<file path="src/rtl/fetch_decode_buffer.sv">
// Fetch-to-decode skid FIFO: captures each (pc, instr) pair from the synchronous
// instruction memory, presents it to decode, and throttles / boots the fetch stage.
module fetch_decode_buffer #(
    parameter int DEPTH = 3,
    parameter int XLEN  = 32
) (
    input  logic            clk,
    input  logic            async_rst,
    input  logic            jmp,
    input  logic [29:0]     fetch_pc,
    input  logic [XLEN-1:0] imem_rdata,
    output logic            fetch_en,
    output logic            fetch_rst,
    output logic            id_valid,
    input  logic            id_ready,
    output logic [29:0]     id_pc,
    output logic [XLEN-1:0] id_instr
);
    localparam int CW  = $clog2(DEPTH + 1);
    localparam int CW1 = CW + 1;
    localparam int PW  = $clog2(DEPTH);
    localparam logic [PW-1:0] LAST_PTR = PW'(DEPTH - 1);
    localparam logic [CW:0]   DEPTH_C  = CW1'(DEPTH);

    logic [CW-1:0]   count;
    logic [PW-1:0]   head;
    logic [PW-1:0]   tail;
    logic            in_flight;
    logic [29:0]     pc_mem    [DEPTH];
    logic [XLEN-1:0] instr_mem [DEPTH];
    logic [CW:0]     occupancy;
    logic            push;
    logic            pop;
    logic            flush;

    // Throttle counts the pair already in flight so a stall never drops read data.
    always_comb begin
        occupancy = {1'b0, count} + {{CW{1'b0}}, in_flight};
        fetch_en  = !fetch_rst && (jmp || (occupancy < DEPTH_C));
    end

    assign id_valid = (count != '0);
    assign push     = in_flight && !jmp;
    assign pop      = id_valid && id_ready && !jmp;
    assign flush    = jmp && !fetch_rst;
    assign id_pc    = pc_mem[head];
    assign id_instr = instr_mem[head];

    always_ff @(posedge clk or posedge async_rst) begin
        if (async_rst) begin
            fetch_rst <= 1'b1;
            in_flight <= 1'b0;
            count     <= '0;
            head      <= '0;
            tail      <= '0;
            for (int i = 0; i < DEPTH; i++) begin
                pc_mem[i]    <= '0;
                instr_mem[i] <= '0;
            end
        end else begin
            fetch_rst <= 1'b0;
            in_flight <= fetch_en && !fetch_rst;
            if (flush) begin
                count <= '0;
                head  <= '0;
                tail  <= '0;
            end else begin
                if (push) begin
                    pc_mem[tail]    <= fetch_pc;
                    instr_mem[tail] <= imem_rdata;
                    tail            <= (tail == LAST_PTR) ? '0 : tail + 1'b1;
                end
                if (pop) begin
                    head <= (head == LAST_PTR) ? '0 : head + 1'b1;
                end
                if (push && !pop) begin
                    count <= count + 1'b1;
                end else if (pop && !push) begin
                    count <= count - 1'b1;
                end
            end
        end
    end
endmodule
</file>
<file path="config.mk">
export PLATFORM = sky130hd
export DESIGN_NAME = fetch_decode_buffer
export DESIGN_NICKNAME = d
export VERILOG_FILES = /design/src/rtl/fetch_decode_buffer.sv
export SDC_FILE = /design/constraint.sdc
export NUM_CORES = 1
export LEC_CHECK = 0
export ABC_AREA = 1
export BUFFER_PORTS_ARGS = -buffer_cell sky130_fd_sc_hd__buf_2
export CAP_MARGIN = 15
export CORE_AREA = 2 2 172 174
export CTS_CLUSTER_DIAMETER = 100
export DETAILED_ROUTE_END_ITERATION = 8
export DIE_AREA = 0 0 174 176
export GPL_TIMING_DRIVEN = 1
export PLACE_DENSITY = 0.53
export SLEW_MARGIN = 20
export SYNTH_ARGS = -nofsm -noshare
export SYNTH_HDL_FRONTEND = slang
export SYNTH_SLANG_ARGS = --single-unit
</file>
<file path="constraint.sdc">
create_clock -name clk -period 9.1 [get_ports clk]
set_clock_uncertainty 0.1 [all_clocks]
set_input_delay 1.365 -clock clk [delete_from_list [all_inputs] [get_ports clk]]
set_output_delay 1.365 -clock clk [all_outputs]
set_load 0.01 [all_outputs]
</file>
Word-level counts from Yosys, hierarchy flattened
Cells that the tools add are included.

Mux-type cells: 21. Reduce and logical (&&, ||, !) cells: 19. Order comparisons: 4. Add/sub/neg operators: 5. Equality and inequality tests: 2. Bitwise gates (word level): 3.

Operators by type and width (number): $bwmux W96 (1); $mux W32 (3); $bwmux W90 (1); $mux W30 (3); $bmux W32 S2 (1); $demux W32 S2 (1); $bmux W30 S2 (1); $demux W30 S2 (1); $mux W2 (9); $logic_and A1 B1 Y1 (9); $add A2 B1 Y2 const B (3); $ge A3 B3 Y1 const B (2); $not A2 Y3 (2); $reduce_bool A2 Y1 (3); $eq A2 B2 Y1 const B (2); $logic_not A1 Y1 (4); $add A2 B1 Y3 (1); $lt A3 B1 Y1 const B (1); $lt A3 B2 Y1 const B (1); $reduce_bool A3 Y1 (1); $reduce_and A2 Y1 (1); $sub A2 B1 Y2 const B (1); $logic_or A1 B1 Y1 (1); $not A1 Y1 (1).

Register bits after elaboration: 194. Output and inout port bits: 65. Logic and storage cells: 65.

Longest topological paths before layout
Word-level depth: 7. Depth in mapped cells: 7.

Least setup slack after synthesis
No wires, ideal clock.

Kind: input -> output. Start: input port jmp. End: output port fetch_en. Slack: 6.058 ns. Buffers on the path: 0. Stages on the path: 2. Arrival: 1.577 ns. Cells stage by stage: nor2_1 > nor2_1.

Cells in the longest elaborated chain, start to end: 2.

Ends and longest elaborated chain: start, declared (line 9) `input logic jmp,`; $logic_or A1 B1 Y1 (line 39) `fetch_en = !fetch_rst && (jmp || (occupancy < DEPTH_C));`; $logic_and A1 B1 Y1 (line 39); end, declared (line 12) `output logic fetch_en,`.

No other way between the ends.

Worst setup path in the final report
Start: register head[0]. End: output port id_instr[27].

Cells in the longest elaborated chain, start to end: 4.

Ends and longest elaborated chain: start, declared (line 26) `logic [PW-1:0] head;`; start signal, assigned (line 74) `head <= (head == LAST_PTR) ? '0 : head + 1'b1;`; $not A2 Y3 (not written as such) (line 47) `assign id_instr = instr_mem[head];`; $bmux W32 S2 (line 47); $mux W32 (not written as such) (2 in a row) (line 47); end, declared (line 17) `output logic [XLEN-1:0] id_instr`.

No other way between the ends. The select of a mux whose other input is x is not followed.

==> reports/qor.csv <==
stage;metric;value;unit
layout;commonest cells after routing, fill and taps aside;nand2_1 (323), dfrtp_1 (192), o21ai_1 (152);
global_routing;vias in the first global route;6751;
setup_path;Setup CP Type;reg2out;
power_and_ir_drop;Pwr Density;368;mW/mm^2
logic_synthesis;#FFs+latches synth;194;
power_and_ir_drop;Internal Power;0.00216;W
setup_path;launch point of the critical path;head[0];
drt;wire per inst;14.9;um
floorplan;Core ar.;0.0285;sq mm
hold_path;Hold WC Path Type;reg2reg;
global_routing;first-pass GRT wire length;36200;um
placed_design;GP Congestion;0.719;
timing;worst slew pin tran;0.926;ns
clocking;clock latency on the worst-skew pair;0.45;ns
layout;layout cells sized above 1;0.172;
logic_synthesis;Synth Cell Area;0.00852;sq mm
logic_synthesis;syn_nets;1059;
drt;WL final;22000;um
setup_path;reg2reg path depth;6;
global_routing;largest net degree at the start of global routing;125;
floorplan;die footprint;0.0306;sq mm
setup_path;critical path cell sequence;buf_4 > nor2_4 > buf_4 > nand2_1 > nand3_1 > buf_2;
layout;area delta synth->final;16.4;%
timing;Tcrit/Tclk final;0.481;
layout;Ant. Diodes;0;
placed_design;Setup WS pre-CTS;5.14;ns
timing;minimum clock period;4.38;ns
setup_path;CP max stage delay;0.59;ns
timing;final setup fails;0;
layout;Finished Cell Area;0.00992;sq mm
clocking;Clock Path Buffers;2;
setup_path;worst path arrival time;2.91;ns
timing;endpoints failing hold;0;
global_routing;grt ovf;0;
setup_path;CP startpoint kind;flip-flop;
power_and_ir_drop;power share of the sequential group;0.408;
power_and_ir_drop;Psw;0.00148;W
timing;fin. max-slew vios;0;
setup_path;most frequent CP cell;buf_4;
logic_synthesis;Synth cell types;21;
drt;routed vias/inst;4.61;
power_and_ir_drop;maximum vdd ir drop;0.154;mV
setup_path;Worst Path Required;7.64;ns
clocking;H-tree level count;4;
floorplan;Die H;176;um
setup_path;setup slack, reg-to-reg;6.79;ns
clocking;TritonCTS clock tree;done;
logic_synthesis;YS warnings;0;
timing;Slew headroom;0.383;
clocking;post-CTS setup buffers;0;
timing;final worst setup slack;4.72;ns
floorplan;Horiz. Die Dim;174;um
global_routing;initial antenna violation count;0;
placed_design;DP Area;0.00932;sq mm
setup_path;crit-path max FO;52;
setup_path;Crit Reg-Reg Startpoint;in_flight;
placed_design;HPWL Detailed;13400;um
drt;vias after detailed routing;6827;
logic_synthesis;fraction of the yosys area taken by sequential cells;0.570;
clocking;CTS Sinks;194;
clocking;Worst-path clk slew;0.08;ns
floorplan;initial core utilization;0.298;
setup_path;CP max-delay cell;nor2_4;
setup_path;reg2reg end;instr_mem[15];
timing;RSZ-0062 raised after global routing;no;
layout;final core utilization;0.347;
timing;Max Clk Rate;0.228;GHz
clocking;number of CTS-inserted buffers;17;
layout;leading cell type in the layout, fill and taps excluded;nand2_1;
drt;First-pass DRT Iterations;5;
drt;DRT iter0 DRCs;502;
run_status;status;finished, final reports clean;
placed_design;PortBufs;130;
power_and_ir_drop;leakage;5.05;nW
power_and_ir_drop;switch share;0.407;
global_routing;Global Route Usage Sum;0.150;
setup_path;Worst Setup End Kind;output port;
power_and_ir_drop;clock power share;0.203;
floorplan;I/O pins;131;
clocking;Hold Buf Count CTS;0;
timing;setup TNS;0;ns
layout;Final nets;1152;
power_and_ir_drop;Gate power share;0.388;
floorplan;row count;62;
logic_synthesis;Synth Area per Inst;8.60;sq um
clocking;Root Driver;clkbuf_16;
drt;drt drc;0;
logic_synthesis;Syn Inst Count;991;
flow_run;max cap viols;0;
setup_path;Worst setup endpoint;id_instr[27];
drt;Final ANT Viol Nets;0;
clocking;post_cts resized;0;
## power groups by stage
stage | Sequential (W) | Clock, W | Combinational (W)
final | 0.00149 | 0.000742 | 0.00142
after global routing | 0.00154 | 0.000801 | 0.00162
after CTS | 0.00149 | 0.000772 | 0.00144
after detailed placement | 0.00150 | 0 | 0.00144
after global placement | 0.00149 | 0 | 0.00142
after floorplan | 0.00143 | 0 | 0.000992
## cell usage after synthesis
cell type    n  share of area
a21oi_1      1        0.00059
a22oi_1      1        0.00088
buf_1        6         0.0026
buf_2       17          0.010
buf_6       19          0.025
clkbuf_1    23          0.010
conb_1       1        0.00044
dfrtp_1    193           0.57
dfstp_2      1         0.0031
ha_1         2         0.0029
inv_1       73          0.032
nand2_1    323           0.14
nand3_1    129          0.076
nand3_4      3         0.0062
nand4_1      2         0.0015
nor2_1       6         0.0026
nor2_2       1        0.00073
nor2_4       1         0.0013
o21ai_0     29          0.017
o21ai_1    152          0.089
o21ai_2      8         0.0082
## per-layer routing
layer | global-route usage | up-vias | wire, um
met5 | 0 | - | 0
met3 | 0.0327 | 15 | 838
met2 | 0.244 | 139 | 10500
li1 | - | 3408 | -
met1 | 0.202 | 3265 | 10400
met4 | 0.0424 | 0 | 241
## flip-flops by register name, indices dropped and copies added (netlist names)
signal	count
head	2
fetch_rst	1
count	2
instr_mem	96
in_flight	1
pc_mem	90
tail	2
## logic make-up after synthesis
group,share of synthesized area
AO/OA/AOI/OAI,0.116
adder cells (fa/ha/maj),0.00294
buffers and inverters,0.0801
flip-flops,0.570
other,0.000440
AND/OR/NAND/NOR,0.230
## worst min-delay path by stage
| stage | from | end | slack [ns] | cells past startpoint |
|---|---|---|---|---|
| 2_1_floorplan | instr_mem[10] | instr_mem[10] | 0.35 | 2 |
| 3_3_place_gp | pc_mem[56] | pc_mem[56] | 0.37 | 2 |
| 3_5_place_dp | pc_mem[57] | pc_mem[57] | 0.37 | 2 |
| 4_1_cts | pc_mem[57] | pc_mem[57] | 0.39 | 2 |
| 5_1_grt | pc_mem[86] | pc_mem[86] | 0.40 | 2 |
| 6_report | pc_mem[81] | pc_mem[81] | 0.39 | 2 |
## critical path, delay by kind of cell (launching register included)
family | cells | cell delay, ns
and+or+nand+nor | 3 | 0.80
DFF | 1 | 0.53
buffers and inverters | 3 | 1.07
## stage by stage
stage	instances	hold WS, ns	power (W)
final	1481	0.387	0.00365
after global routing	1481	0.404	0.00395
after CTS	1480	0.390	0.00370
after detailed placement	1448	0.369	0.00294
after global placement	1448	0.366	0.00292
after floorplan	991	0.353	0.00242
## layout make-up
| type | count | area, sq um |
|---|---|---|
| clock buffer | 20 | 467 |
| inverter | 73 | 282 |
| multi-input combinational | 659 | 2990 |
| tap | 384 | 480 |
| fill | 3082 | 18600 |
| clock inverter | 12 | 109 |
| timing repair buffer | 139 | 731 |
| sequential | 194 | 4860 |
No activity file was read; power rests on OpenSTA's default activity.
